==> config.mk <==
export PLATFORM = sky130hd
export DESIGN_NAME = fp_mac_seq
export DESIGN_NICKNAME = d
export VERILOG_FILES = /design/src/rtl/fp_mac_pkg.sv /design/src/rtl/mac_wait_cnt.sv /design/src/rtl/fp_mac_seq.sv
export SDC_FILE = /design/constraint.sdc
export NUM_CORES = 1
export LEC_CHECK = 0
export BUFFER_PORTS_ARGS = -buffer_cell sky130_fd_sc_hd__buf_2
export CAP_MARGIN = 20
export CORE_ASPECT_RATIO = 2
export CORE_MARGIN = 2
export CORE_UTILIZATION = 25
export CTS_BUF_LIST = sky130_fd_sc_hd__clkbuf_16
export DETAILED_ROUTE_END_ITERATION = 8
export GPL_TIMING_DRIVEN = 0
export PLACE_DENSITY_LB_ADDON = 0.1
export SETUP_SLACK_MARGIN = 0.3
export SLEW_MARGIN = 20
export SYNTH_ARGS = -nofsm -noshare
export SYNTH_HDL_FRONTEND = slang
export SYNTH_HIERARCHICAL = 1
export SYNTH_SLANG_ARGS = --single-unit
==> constraint.sdc <==
create_clock -name CLK -period 2.1 [get_ports CLK]
set_clock_uncertainty 0.15 [all_clocks]
set_input_delay 0.105 -clock CLK [delete_from_list [all_inputs] [get_ports CLK]]
set_output_delay 0.105 -clock CLK [all_outputs]
set_load 0.05 [all_outputs]
==> src/rtl/fp_mac_pkg.sv <==
// Shared types and constants for the fp_mac dot-product sequencer.
// State encoding plus fp16/fp32 bit patterns used around the datapath.
package fp_mac_pkg;

   typedef enum logic [2:0] {
      ST_IDLE,
      ST_RD,
      ST_LD,
      ST_MAC,
      ST_DONE
   } seq_state_t;

   localparam logic [31:0] FP32_ZERO = 32'h0000_0000;
   localparam logic [15:0] FP16_ONE  = 16'h3C00;
   localparam logic [15:0] FP16_TWO  = 16'h4000;

endpackage

==> src/rtl/mac_wait_cnt.sv <==
// Loadable down-counter with zero flag; times the MAC hold window.
// Load takes priority over decrement; it saturates at zero and never backpressures.
module mac_wait_cnt #(
   parameter int W = 2
) (
   input  logic         CLK,
   input  logic         RESETn,
   input  logic         load,
   input  logic [W-1:0] load_val,
   input  logic         en,
   output logic         zero
);

   logic [W-1:0] cnt;

   always_ff @(posedge CLK or negedge RESETn) begin
      if (!RESETn) begin
         cnt <= '0;
      end else if (load) begin
         cnt <= load_val;
      end else if (en && (cnt != '0)) begin
         cnt <= cnt - W'(1);
      end
   end

   assign zero = (cnt == '0);

endmodule

==> src/rtl/fp_mac_seq.sv <==
// Dot-product sequencer: reads len fp16 pairs, accumulates via fp_mac, pulses done with the fp32 sum.
// Latency len*(MAC_LAT+3)+1 cycles from start; a start while busy is dropped, with no backpressure.
module fp_mac_seq
   import fp_mac_pkg::*;
#(
   parameter int MAC_LAT = 2,
   parameter int ADDR_W  = 8,
   parameter int LEN_W   = 9
) (
   input  logic              CLK,
   input  logic              RESETn,
   input  logic              start,
   input  logic [LEN_W-1:0]  len,
   input  logic [ADDR_W-1:0] base_a,
   input  logic [ADDR_W-1:0] base_b,
   input  logic [31:0]       acc_init,
   output logic              busy,
   output logic              done,
   output logic [31:0]       result,
   output logic              mem_rd,
   output logic [ADDR_W-1:0] mem_a_addr,
   output logic [ADDR_W-1:0] mem_b_addr,
   input  logic [15:0]       mem_a_data,
   input  logic [15:0]       mem_b_data,
   output logic [15:0]       mac_a,
   output logic [15:0]       mac_b,
   output logic [31:0]       mac_c,
   input  logic [31:0]       mac_y
);

   localparam int CNT_W = (MAC_LAT < 1) ? 1 : $clog2(MAC_LAT + 1);

   seq_state_t        state;
   logic [LEN_W-1:0]  remaining;
   logic [ADDR_W-1:0] addr_a;
   logic [ADDR_W-1:0] addr_b;
   logic [31:0]       acc;
   logic              wait_zero;

   mac_wait_cnt #(
      .W(CNT_W)
   ) u_wait (
      .CLK     (CLK),
      .RESETn  (RESETn),
      .load    (state == ST_LD),
      .load_val(CNT_W'(MAC_LAT)),
      .en      (state == ST_MAC),
      .zero    (wait_zero)
   );

   always_ff @(posedge CLK or negedge RESETn) begin
      if (!RESETn) begin
         state     <= ST_IDLE;
         remaining <= '0;
         addr_a    <= '0;
         addr_b    <= '0;
         acc       <= FP32_ZERO;
         mac_a     <= '0;
         mac_b     <= '0;
         result    <= FP32_ZERO;
         done      <= 1'b0;
         busy      <= 1'b0;
         mem_rd    <= 1'b0;
      end else begin
         done   <= 1'b0;
         mem_rd <= 1'b0;
         case (state)
            ST_IDLE: begin
               if (start) begin
                  remaining <= len;
                  addr_a    <= base_a;
                  addr_b    <= base_b;
                  acc       <= acc_init;
                  busy      <= 1'b1;
                  if (len == '0) begin
                     state  <= ST_DONE;
                     done   <= 1'b1;
                     result <= acc_init;
                  end else begin
                     state  <= ST_RD;
                     mem_rd <= 1'b1;
                  end
               end
            end
            ST_RD: begin
               state <= ST_LD;
            end
            ST_LD: begin
               mac_a <= mem_a_data;
               mac_b <= mem_b_data;
               state <= ST_MAC;
            end
            ST_MAC: begin
               // mac_y is only meaningful once the wait window has fully elapsed
               if (wait_zero) begin
                  acc       <= mac_y;
                  remaining <= remaining - LEN_W'(1);
                  addr_a    <= addr_a + ADDR_W'(1);
                  addr_b    <= addr_b + ADDR_W'(1);
                  if (remaining == LEN_W'(1)) begin
                     state  <= ST_DONE;
                     done   <= 1'b1;
                     result <= mac_y;
                  end else begin
                     state  <= ST_RD;
                     mem_rd <= 1'b1;
                  end
               end
            end
            ST_DONE: begin
               state <= ST_IDLE;
               busy  <= 1'b0;
            end
            default: begin
               state <= ST_IDLE;
               busy  <= 1'b0;
            end
         endcase
      end
   end

   assign mem_a_addr = addr_a;
   assign mem_b_addr = addr_b;
   assign mac_c      = acc;

endmodule

==> metrics.txt <==
fillers around 2100; First-pass DRT Iterations 6; Rows 80; synthesized instance count between 500 and 600; CTS Buf Count 17; cell depth of the worst flop-to-flop path 6; global-route wire length before repair 34300 um; chip width 114 um; post-synth top area cell dfrtp_1; Clock Sinks 129; Setup CP Type primary input to register; dpl cell area roughly 0.0076 mm^2; yosys warns 6; drc violations 0; Max Slew Vio Count 0; critical path capture point type register; Routed Wire Length roughly 24000 um; Die Ht roughly 220 um; vias in the first global route roughly 6200; initial antenna violation count 0; Critical Path Source Type primary input; clock root buffer clkbuf_16; Core Area 0.0237 mm^2; deepest clock path buffer count 2; largest net degree at the start of global routing 67; Tmin final 2.20 ns; Hold WC Path Type primary input to asynchronous set/reset pin; port bufs 238; Post-DP HPWL 15100 um; initial DRC count 201; Final WS setup -0.0991 ns; setup_tns -2.71 ns; CP Data Required Time 2.27 ns; TritonCTS clock tree built; failing checks negative setup slack; R2R Path End result[23]$_DFFE_PN0P_; post-layout util 47.6%; count of state elements after synthesis 129; vias per cell about 4.6; FF-to-FF Start remaining[7]$_DFFE_PN0P_; metal3 WL 921 um; gr usage total 18.0%; flop2flop setup slack -0.04 ns; outcome finished with violations; PwrDens around 1700 mW/mm^2; CP arrival around 2.4 ns; max_slew headroom 63.6%; post-synth cell types 48; DR top layer met4; leakage dissipation 5.11 nW; Fin. Hold Viols 0; die area roughly 0.025 mm^2; synth-to-layout area growth 87.5%; n_diodes 0; register area share after synthesis 53.6%; post-detailed-route wirelength per cell 18.7 um; met2 wire len 13700 um; Final GP Congestion just over 0.8; f_max 455 MHz; CTS H-tree lvls 4; crit path to result[23]$_DFFE_PN0P_; synthesized area 0.00602 mm^2; crit-path max FO 10; RSZ-0062 raised after global routing true; final setup fails 32; Final nets between 1000 and 1500; initial core utilization 25.4%; Tcrit/Tclk final 105%; antenna-violating nets left 0; Vias 5887; peak supply drop between 0.8 and 0.9 mV; Yosys top cell area share 53.6%; remaining global-route overflow 0; fraction of layout cells with a size suffix above 1 about 57%; WL met1 8130 um; ranking of synthesized cells by area dfrtp_1 (54%), mux2_2 (12%), mux2_4 (7.5%); Least-Margin Pin Slew 0.546 ns; syn_area_per_cell around 11 um^2; Mapped Nets 658; Max-cap violations 0; # IOs about 240; clock slew at reported path FFs 0.06 ns; Critical Path Start len[3]; Clk Latency, worst-skew pair ~0.43 ns; post-route cell area 0.0113 mm^2
cells in the final DEF (no fill, tap or decap), types with 3 or more instances in the layout:
cell type / instances
clkinv_1: 3
buf_4: 24
bufinv_16: 3
dfrtp_2: 4
a21oi_2: 12
dfrtp_1: 125
o21ai_1: 4
clkinv_2: 4
mux2_4: 62
o22ai_1: 7
a2bb2oi_2: 3
buf_12: 17
buf_6: 24
nand3_1: 10
o21ai_0: 9
nand4_1: 3
ha_1: 4
o21ai_2: 10
nor3_1: 4
nand2_1: 24
buf_2: 237
nor2_2: 20
mux2_2: 34
dlygate4sd3_1: 123
buf_16: 8
buf_8: 16
nor2_1: 51
nand3_2: 3
nand4b_1: 4
nor2_4: 36
inv_1: 6
a21oi_1: 18
clkbuf_16: 24
a31oi_1: 3
power by group:
part	internal [W]	switching [W]	total (W)
registers	0.00347	0.000835	0.00430
clock network	0.00183	0.00116	0.00300
logic	0.00527	0.00704	0.0123
critical path, stage by stage:
cell and delay (ns):
buf_2 0.09, dlygate4sd3_1 0.57, nor4_1 0.46, nand3_1 0.26, o22ai_4 0.24, buf_12 0.17
buf_12 0.15, mux2_4 0.30
metal layers:
metal | track usage, % | vias to the layer above
met4 | 10.9 | 0
met2 | 33.7 | 197
met3 | 3.83 | 49
met1 | 17.6 | 2906
li1 | - | 2735
met5 | 0 | -
how the worst min path moves through the flow:
stage | from | end | depth (start not counted)
2_1_floorplan | RESETn | busy$_DFFE_PN0P_ | 0
3_3_place_gp | mem_a_data[14] | mac_a[14]$_DFFE_PN0P_ | 2
3_5_place_dp | RESETn | result[7]$_DFFE_PN0P_ | 1
4_1_cts | RESETn | result[7]$_DFFE_PN0P_ | 2
5_1_grt | RESETn | result[7]$_DFFE_PN0P_ | 2
6_report | RESETn | result[7]$_DFFE_PN0P_ | 2
flip-flops by register name, summed over array words and instances, names as in the netlist, 3 cells and up:
register,flops
mac_b,16
state,3
mem_b_addr,8
mac_c,32
mac_a,16
result,32
remaining,9
mem_a_addr,8
repair_timing:
item	in CTS	in global routing
resized for setup	181	129
hold endpoints to repair	253	0
endpoints found under the setup margin	124	122
pin swaps	38	39
buffers inserted	28	23
gates cloned	8	7
hold buffers	123	0
cell families after synthesis:
group           count (synthesis)  share of synthesized area, %
fa+ha+maj                       5                          1.04
flops                         129                          53.6
other cells                     2                         0.125
simple gates                  180                          13.6
compound gates                 79                          7.85
mux                            98                          20.1
buf+inv                        36                          3.64
stage by stage:
stage / cells / setup WS (ns) / total power (W) / hold WS (ns)
6_report: 1275 / -0.0991 / 0.0196 / 0.0616
5_1_grt: 1275 / -0.0887 / 0.0206 / 0.106
4_1_cts: 1245 / -0.0179 / 0.0181 / 0.0692
3_5_place_dp: 1055 / -0.308 / 0.0123 / -0.0479
3_3_place_gp: 1054 / -1.38 / 0.0122 / 0.188
2_1_floorplan: 529 / 0.0551 / 0.00996 / -0.341
area by class of cell:
cell class | instances | area (um^2) | share of cell area [%]
Inverter | 6 | 27.5 | 0.244
Tap cell | 287 | 359 | 3.18
Multi-Input combinational cell | 364 | 3240 | 28.7
Buffer | 30 | 485 | 4.30
Clock inverter | 14 | 149 | 1.32
Timing Repair Buffer | 428 | 3370 | 29.9
Sequential cell | 129 | 3230 | 28.6
Clock buffer | 17 | 425 | 3.77
cell usage after synthesis, drive strengths merged:
| library cell | number |
|---|---|
| dfrtp | 129 |
| and4 | 1 |
| a32oi | 1 |
| o32ai | 1 |
| ha | 5 |
| nand3 | 13 |
| o21a | 1 |
| o22a | 1 |
| o22ai | 8 |
| a21oi | 31 |
| mux2i | 2 |
| or4b | 3 |
| nor4b | 1 |
| conb | 2 |
| nand2b | 2 |
| clkbuf | 4 |
| a31oi | 4 |
| o311ai | 1 |
| inv | 6 |
| a21o | 1 |
| and3 | 3 |
| or2 | 1 |
| nand4 | 3 |
| nand2 | 27 |
| nor3 | 4 |
| mux2 | 96 |
| a2bb2oi | 3 |
| or2b | 1 |
| nor2 | 107 |
| buf | 26 |
| nand3b | 2 |
| o21ai | 23 |
| a31o | 1 |
| nor3b | 4 |
| nand4b | 4 |
| nor4 | 2 |
| o211ai | 2 |
| a22o | 1 |
| nor2b | 2 |
Power figures use the tool's default switching activity.
